[src/rtl/regfile_dump.sv]
// rtl/regfile_dump.sv - walks the register bank debug port and streams each word over valid/ready.
// Optional trailing XOR checksum word when REGFILE_DUMP_CHECKSUM_EN is defined.
module regfile_dump #(
    parameter int NUM_REGS = 32,
    parameter int ADDR_W   = 5,
    parameter int DATA_W   = 32
) (
    input  logic              clock,
    input  logic              reset,
    input  logic              start,
    output logic              busy,
    output logic              done,
    output logic [ADDR_W-1:0] addrout,
    input  logic [DATA_W-1:0] regout,
    output logic              out_valid,
    input  logic              out_ready,
    output logic [DATA_W-1:0] out_data,
    output logic [ADDR_W-1:0] out_addr,
    output logic              out_last
);
    localparam logic [2:0] S_IDLE = 3'd0;
    localparam logic [2:0] S_READ = 3'd1;
    localparam logic [2:0] S_SEND = 3'd2;
    localparam logic [2:0] S_DONE = 3'd3;
`ifdef REGFILE_DUMP_CHECKSUM_EN
    localparam logic [2:0] S_CSUM = 3'd4;
`endif
    localparam logic [ADDR_W-1:0] LAST_IDX = ADDR_W'(NUM_REGS - 1);

    logic [2:0]        state;
    logic [ADDR_W-1:0] index;
    logic              handshake;
`ifdef REGFILE_DUMP_CHECKSUM_EN
    logic [DATA_W-1:0] csum;
`endif

    assign handshake = out_valid & out_ready;
    assign busy      = (state != S_IDLE);
    assign done      = (state == S_DONE);
    // The bank port is only meaningful during READ; park it at 0 otherwise.
    assign addrout   = (state == S_READ) ? index : '0;

    always_ff @(posedge clock) begin
        if (!reset) begin
            state     <= S_IDLE;
            index     <= '0;
            out_valid <= 1'b0;
            out_last  <= 1'b0;
            out_data  <= '0;
            out_addr  <= '0;
`ifdef REGFILE_DUMP_CHECKSUM_EN
            csum      <= '0;
`endif
        end else begin
            case (state)
                S_IDLE: begin
                    if (start) begin
                        state <= S_READ;
                        index <= '0;
`ifdef REGFILE_DUMP_CHECKSUM_EN
                        csum  <= '0;
`endif
                    end
                end
                S_READ: begin
                    out_data  <= regout;
                    out_addr  <= index;
                    out_valid <= 1'b1;
`ifdef REGFILE_DUMP_CHECKSUM_EN
                    out_last  <= 1'b0;
`else
                    out_last  <= (index == LAST_IDX);
`endif
                    state     <= S_SEND;
                end
                S_SEND: begin
                    if (handshake) begin
`ifdef REGFILE_DUMP_CHECKSUM_EN
                        csum <= csum ^ out_data;
`endif
                        if (index == LAST_IDX) begin
`ifdef REGFILE_DUMP_CHECKSUM_EN
                            // Checksum word follows directly, folding in the word just accepted.
                            out_valid <= 1'b1;
                            out_data  <= csum ^ out_data;
                            out_addr  <= '0;
                            out_last  <= 1'b1;
                            state     <= S_CSUM;
`else
                            out_valid <= 1'b0;
                            state     <= S_DONE;
`endif
                        end else begin
                            out_valid <= 1'b0;
                            index     <= index + ADDR_W'(1);
                            state     <= S_READ;
                        end
                    end
                end
`ifdef REGFILE_DUMP_CHECKSUM_EN
                S_CSUM: begin
                    if (handshake) begin
                        out_valid <= 1'b0;
                        state     <= S_DONE;
                    end
                end
`endif
                S_DONE: begin
                    state <= S_IDLE;
                end
                default: begin
                    state <= S_IDLE;
                end
            endcase
        end
    end
endmodule

[config.mk]
export PLATFORM = sky130hd
export DESIGN_NAME = regfile_dump
export DESIGN_NICKNAME = d
export VERILOG_FILES = /design/src/rtl/regfile_dump.sv
export SDC_FILE = /design/constraint.sdc
export NUM_CORES = 1
export LEC_CHECK = 0
export CAP_MARGIN = 20
export CORE_MARGIN = 4
export CORE_UTILIZATION = 46
export CTS_BUF_LIST = sky130_fd_sc_hd__clkbuf_4 sky130_fd_sc_hd__clkbuf_8
export DETAILED_ROUTE_END_ITERATION = 7
export GPL_TIMING_DRIVEN = 0
export PLACE_DENSITY_LB_ADDON = 0.2
export SLEW_MARGIN = 20
export SYNTH_ARGS = -nofsm -noshare
export SYNTH_HDL_FRONTEND = slang
export SYNTH_SLANG_ARGS = --single-unit
[constraint.sdc]
create_clock -name clock -period 5.3 [get_ports clock]
set_input_delay 1.06 -clock clock [delete_from_list [all_inputs] [get_ports clock]]
set_output_delay 1.06 -clock clock [all_outputs]
set_load 0.02 [all_outputs]
Word-level counts from Yosys, hierarchy flattened
Cells that the tools add are included.
Cells by class
  add/sub/neg operators: 1
  eq/ne operators: 7
  mux-type cells: 11
  bitwise logic cells: 1
  reductions and logical operators: 7
Operator list (count)
  2-to-1 mux 5 bit: 4
  case mux 5 bit (2 select lines): 1
  case mux 3 bit (3 select lines): 1
  == test 3 x 2 -> 1 bit (second input constant): 2
  2-to-1 mux 3 bit: 2
  inequality test 2 bit (second input constant): 3
  adder 5 x 1 -> 5 bit (second input constant): 1
  == test 5 bit (second input constant): 1
  AND reduction 2 bit: 2
  AND reduction 4 bit: 1
  nonzero test 2 bit: 2
  == test 3 x 1 -> 1 bit (second input constant): 1
  zero test 3 bit: 1
  nonzero test 3 bit: 1
  2-to-1 mux 2 bit: 1
  case mux 1 bit (2 select lines): 1
  bitwise AND 1 bit: 1
  2-to-1 mux 1 bit: 1
Word-level totals
  register bits: 47
  logic and storage cells: 33

Longest topological paths before layout
Gate-level depths: netlist (run 1).
  word-level depth: 4
  depth in mapped cells: 6
  depth with buffers taken out: 6

Worst setup path after synthesis (run 1)
No wires, ideal clock.
  path type: flip-flop to output port
  from: reg state[0]
  to: out addrout[0]
  arrival: 1.100 ns
  data required time: 4.240 ns
  slack: 3.140 ns
  stages on the path, launching flop included: 5
  path buffers: 1
  cells stage by stage: dfxtp_1 > nor2b_1 > clkbuf_1 > nand2_1 > inv_1
On the way
  word-level cells in the longest chain between the ends: 2
RTL lines
  from (decl): RTL line 30  | logic [2:0] state;
  from (signal assigned): RTL line 45  | state <= S_IDLE;
  from (signal assigned): RTL line 58  | state <= S_READ;
  from (signal assigned): RTL line 74  | state <= S_SEND;
  == test 3 x 1 -> 1 bit: RTL line 41  | assign addrout = (state == S_READ) ? index : '0;
  2-to-1 mux 5 bit: RTL line 41
  to (decl): RTL line 13  | output logic [ADDR_W-1:0] addrout,
Every way passes these cells.

Worst setup path after layout (run 1)
  from: reg state[0]
  to: out addrout[2]
The elaborated chain is that of the path after synthesis.

==> summary.txt, run 1 <==
Status
  • Status: complete, no violations

STA
  • Worst rel slew slack: 0.677
  • Final hold vios: 0
  • Slew Viols, Final: 0
  • Worst Clk Skew: 3.10 ps
  • Tmin final: 3230 ps
  • Final worst-path cycle share: 0.610
  • PnR worst setup slack: 2070 ps
  • RSZ-0062 raised after global routing: no
  • TNS Setup: 0 ps
  • # setup viols final: 0
  • Peak Freq: 0.309 GHz
  • Worst-margin pin slew: 485 ps
  • Min Hold Slack: 451 ps

Floorplan
  • Core area: 3740 um2
  • Die footprint: 5020 um2
  • Starting Density: 0.486
  • Floorplan row count: 22
  • Die Width: 70.9 um
  • Die H: 70.9 um
  • IO Count: 82

Pwr
  • Maximum resistive drop on vdd: 0.000187 V
  • Switching Share: 0.251
  • Leakage power: 1.05 nW
  • Psw: 176 uW
  • Sequential power share: 0.526
  • Clock power frac: 0.297
  • Internal: 525 uW
  • P per Cell Area: 253 nW/um2
  • Comb pwr share: 0.177

Place
  • Setup WS pre-CTS: 2400 ps
  • Detailed placer's ending HPWL: 3350 um
  • Port bufs: 80
  • Placed insts: 343
  • GP Congestion: 0.785

Clock network
  • Clock root cell: clkbuf_8
  • Hold Buf Count CTS: 0
  • CTS sink count: 46
  • Total CTS buffers: 5
  • Clock Tree Buf Depth: 2
  • CTS tree: yes
  • Post_cts resized: 0
  • Latest clock arrival within the worst-skew pair: 290 ps
  • Setup Fix Bufs, Post-CTS: 0
  • CTS H-tree lvls: 2
  • Reg clk slew, reported paths: 80 ps

Routing
  • DR WL met3: 386 um
  • Routed vias/inst: 4.88
  • WL final: 4540 um
  • Post-DR wirelength/cell: 13.0 um
  • Metal2 WL: 2140 um
  • Via Count: 1703
  • DRT iter0 DRCs: 75
  • Max layer used: met4
  • WL met1: 1970 um
  • Antenna viol nets, final: 0
  • 1st-pass router iterations: 4
  • DRC Markers: 0

Synth
  • Syn avg cell area: 8.46 um2
  • Main combinational cell family by area after synthesis: simple AND/OR/NAND/NOR gates
  • Netlist Area Pre-Place: 1820 um2
  • Area leader, netlist: dfxtp_1
  • Most common library cells after synthesis: nand2_1, dfxtp_1, a21boi_1
  • Cell variety after synth: 26
  • Post-synthesis mux area share: 0.0165
  • Number of synthesized flops with an enable pin: 0
  • Post-synth net total: 253
  • Syn. warnings: 0
  • Most common cell in the synthesized netlist: nand2_1
  • Post-synth top area share: 0.506
  • Cells after Synth: 215
  • XOR/XNOR Fraction of Synth Area: 0
  • Synth Area in Compound Gates: 0.177
  • Async SR Flop Fraction: 0
  • Synth Register Bits: 46
  • Sequential cell area fraction in the yosys report: 0.506
  • Adder-cell share of the synthesized area: 0.0138
  • Top FF cell, synth: dfxtp_1
  • Post-synthesis simple-gate area fraction: 0.248
  • Synth top area cells: dfxtp_1, nand2_1, a21boi_1

Global routing
  • Largest net degree at the start of global routing: 13
  • First-pass GRT wire length: 7250 um
  • Gr usage total: 0.180
  • Initial antenna violation count: 0
  • Vias in the first global route: 1594
  • Overflow after GRT: 0

Min path
  • Hold crit path type: reg -> reg
  • Worst hold path depth: 2

Setup path
  • WP data required: 4240 ps
  • Max FO, Critical Path: 10
  • Critical path data arrival time: 2170 ps
  • CP max-delay cell: clkdlybuf4s50_1
  • Worst r2r path cells: 6
  • CP max stage delay: 600 ps
  • Critical path class: reg -> out
  • Worst setup EP type: output pin
  • Worst setup SP type: flop
  • Crit path cell chain: nor2b_1 > clkbuf_1 > nand2_1 > inv_1 > clkdlybuf4s50_1

Layout
  • Fillers: 331
  • Non-Filler Instances: 349
  • Number of diodes: 0
  • P&R area growth vs syn: 51.9%
  • Nets: 340
  • Share of cells above drive strength 1: 0.0365
  • Final core occ: 0.738

Flow run
  • Max cap viols: 0
stage by stage:
step	instance area [um2]	power, mW
after floorplan	1820	0.435
after global placement	2680	0.499
after detailed placement	2680	0.501
after CTS	2760	0.706
after global routing	2760	0.734
final	2760	0.700
state kept, by name, summed over array words and instances (netlist names):
| signal | flops |
|---|---|
| out_data | 32 |
| index | 5 |
| out_addr | 5 |
| state | 2 |
| out_last | 1 |
| out_valid | 1 |
critical path, delay by kind of cell, from the launching register on:
kind | cells | cell delay [ps]
buf+inv | 3 | 1070
flops | 1 | 450
simple gates | 2 | 360
path summary, 6_finish.rpt:
check / slack [ps] / start / end
setup / recovery: 2070 / state[0] / addrout[2]
hold / removal: 450 / out_data[19] / out_data[19]
setup reg to reg: 3340 / index[0] / index[3]
hold reg to reg: 450 / out_data[19] / out_data[19]
cells in the final DEF, fill, tap and decap left out, types with 3 or more instances in the layout:
cell and n:
nand2b_1 3, dfxtp_1 46, nand3_1 6, mux2i_1 3
a21oi_1 3, clkbuf_8 6, buf_2 4, clkbuf_1 9
clkdlybuf4s50_1 80, nand2_1 76, and2_1 6, inv_1 4
nor2b_1 3, a21boi_1 33, o21ai_1 3
logic make-up (layout without fill, tap and decap cells):
logic type	after synthesis	after routing
AND/OR/NAND/NOR	102	102
flip-flops	46	46
AO/OA/AOI/OAI	45	45
buffers and inverters	17	103
multiplexers	3	3
adder cells (fa/ha/maj)	2	2
power groups by stage:
stage,Sequential (mW),Clock [mW],Combinational [mW]
floorplan,0.392,0,0.0429
global placement,0.376,0,0.123
detailed placement,0.377,0,0.124
CTS,0.369,0.213,0.125
global route,0.371,0.230,0.133
finish,0.369,0.208,0.124
final cells by class:
class,count,area [um2],area share
inverters,4,15.0,0.00543
flip-flops and latches,46,921,0.333
multi-input cells,152,830,0.300
repair buffers,80,801,0.290
clock buffers,6,82.6,0.0299
well taps,48,60.1,0.0217
plain buffers,13,53.8,0.0195
per-layer routing:
layer	global-route usage	vias up
met5	0	-
met3	0.0852	6
met2	0.292	62
met4	0.0543	0
li1	-	873
met1	0.210	762
No activity file was read; power rests on OpenSTA's default activity.
==> run 2, diff against run 1 <==
- CORE_UTILIZATION: 46 -> 43
- clock period: 5.3 -> 3 ns (I/O delays scaled with it)
==> summary.txt, run 2 (synthesized netlist as in run 1, its figures left out) <==
Floorplan
  • Floorplan row count: 23 (was 22)
  • Core area: 4060 um2 (was 3740 um2)
  • Die footprint: 5340 um2 (was 5020 um2)
  • Die Width: 73.0 um (was 70.9 um)
  • Starting Density: 0.448 (was 0.486)
  • Die H: 73.0 um (was 70.9 um)
  • IO Count: 82 (unchanged)

Clock network
  • Clock root cell: clkbuf_8 (unchanged)
  • Hold Buf Count CTS: 0 (unchanged)
  • CTS tree: yes (unchanged)
  • Post_cts resized: 0 (unchanged)
  • Reg clk slew, reported paths: 80 ps (about the same)
  • Clock Tree Buf Depth: 2 (unchanged)
  • CTS H-tree lvls: 2 (unchanged)
  • CTS sink count: 46 (unchanged)
  • Latest clock arrival within the worst-skew pair: 290 ps (about the same)
  • Setup Fix Bufs, Post-CTS: 0 (unchanged)
  • Total CTS buffers: 5 (unchanged)

Global routing
  • Initial antenna violation count: 0 (unchanged)
  • Vias in the first global route: 1538 (was 1594)
  • First-pass GRT wire length: 7040 um (was 7250 um)
  • Largest net degree at the start of global routing: 14 (was 13)
  • Gr usage total: 0.170 (was 0.180)
  • Overflow after GRT: 0 (unchanged)

Place
  • Post-DP Area: 2680 um2 (about the same)
  • Port bufs: 80 (unchanged)
  • Detailed placer's ending HPWL: 3310 um (was 3350 um)
  • GP Congestion: 0.811 (was 0.785)
  • Setup WS pre-CTS: 530 ps (was 2400 ps)
  • Placed insts: 345 (was 343)

Layout
  • Max reg flops: 32 (unchanged)
  • Regs by FF count: out_data (32), index (5), out_addr (5) (unchanged)
  • Most common cell after layout, fill and taps aside: clkdlybuf4s50_1 (unchanged)
  • Share of cells above drive strength 1: 0.0429 (was 0.0365)
  • Most frequent cells in the layout: clkdlybuf4s50_1, nand2_1, dfxtp_1 (unchanged)
  • Fin area: 2780 um2 (was 2760 um2)
  • Sequential Area: 921 um2 (unchanged)
  • Nets: 340 (unchanged)
  • Non-Filler Instances: 353 (was 349)
  • P&R area growth vs syn: 52.7% (was 51.9%)
  • Fillers: 344 (was 331)
  • Number of diodes: 0 (unchanged)
  • Footprint of the multi-input gates: 830 um2 (unchanged)
  • Final core occ: 0.685 (was 0.738)
  • Largest Register: out_data (unchanged)

Setup path
  • WP data required: 2400 ps (was 4240 ps)
  • CP max-delay cell: clkdlybuf4s50_1 (unchanged)
  • Worst setup SP type: flop (unchanged)
  • Worst setup EP type: output pin (unchanged)
  • CP max stage delay: 600 ps (about the same)
  • Worst r2r path cells: 6 (unchanged)
  • Crit path cell chain: nor2b_1 > clkbuf_1 > nand2_1 > inv_1 > clkdlybuf4s50_1 (unchanged)
  • Max FO, Critical Path: 10 (unchanged)
  • Critical path class: reg -> out (unchanged)
  • Critical path data arrival time: 2140 ps (was 2170 ps)

STA
  • TNS Setup: 0 ps (unchanged)
  • Worst Clk Skew: 4.29 ps (was 3.10 ps)
  • # setup viols final: 0 (unchanged)
  • Peak Freq: 0.365 GHz
  • PnR worst setup slack: 263 ps (was 2070 ps)
  • Slew Viols, Final: 0 (unchanged)
  • Final worst-path cycle share: 0.912
  • Worst rel slew slack: 0.699 (was 0.677)
  • Min Hold Slack: 452 ps (was 451 ps)
  • RSZ-0062 raised after global routing: no (unchanged)
  • Worst-margin pin slew: 451 ps (was 485 ps)
  • Tmin final: 2740 ps
  • Final hold vios: 0 (unchanged)

Pwr
  • P per Cell Area: 455 nW/um2 (was 253 nW/um2)
  • Leakage power: 1.06 nW (was 1.05 nW)
  • Pwr Total: 1.26 mW (was 700 uW)
  • Maximum resistive drop on vdd: 0.000314 V (was 0.000187 V)

Routing
  • Antenna viol nets, final: 0 (unchanged)
  • DRC Markers: 0 (unchanged)
  • Post-DR wirelength/cell: 12.6 um (was 13.0 um)
  • WL final: 4460 um (was 4540 um)
  • 1st-pass router iterations: 4 (unchanged)
  • Routed vias/inst: 4.73 (was 4.88)
  • DRT iter0 DRCs: 65 (was 75)
  • Via Count: 1670 (was 1703)

Min path
  • Hold crit path type: reg -> reg (unchanged)
  • Worst hold path depth: 2 (unchanged)

Flow run
  • Max cap viols: 0 (unchanged)

Status
  • Status: complete, no violations (unchanged)
## run 2: final cells by class
cell class	count	share of cell area
sequential	46	0.332
multi-input combinational	152	0.299
timing repair buffer	80	0.288
clock buffer	7	0.0324
tap	50	0.0225
buffer	13	0.0194
inverter	4	0.00541
clock inverter	1	0.00180
## run 2: critical path, delay by kind of cell, from the launching register on
family	cells	cell delay [ps]
buf+inv	3	1070
flops	1	420
simple gates	2	370
## run 2: metal layers
layer / GRT usage / share of wire / up-vias
met5: 0 / 0 / -
met4: 0.0615 / 0.012 / 0
met3: 0.0579 / 0.081 / 7
met2: 0.286 / 0.47 / 52
met1: 0.198 / 0.44 / 739
li1: - / - / 872
## run 2: path summary, 6_finish.rpt
check | slack [ps] | start | to
worst min register to register | 450 | out_data[28] | out_data[28]
worst max-delay path | 260 | state[0] | addrout[1]
worst max register to register | 1070 | index[0] | index[3]
worst min-delay path | 450 | out_data[28] | out_data[28]
## run 2: power by group
group	total (mW)	switching, mW	leakage [nW]	internal, mW
registers	0.650	0.0150	0.374	0.636
logic	0.217	0.103	0.632	0.114
clock network	0.395	0.200	0.0517	0.195
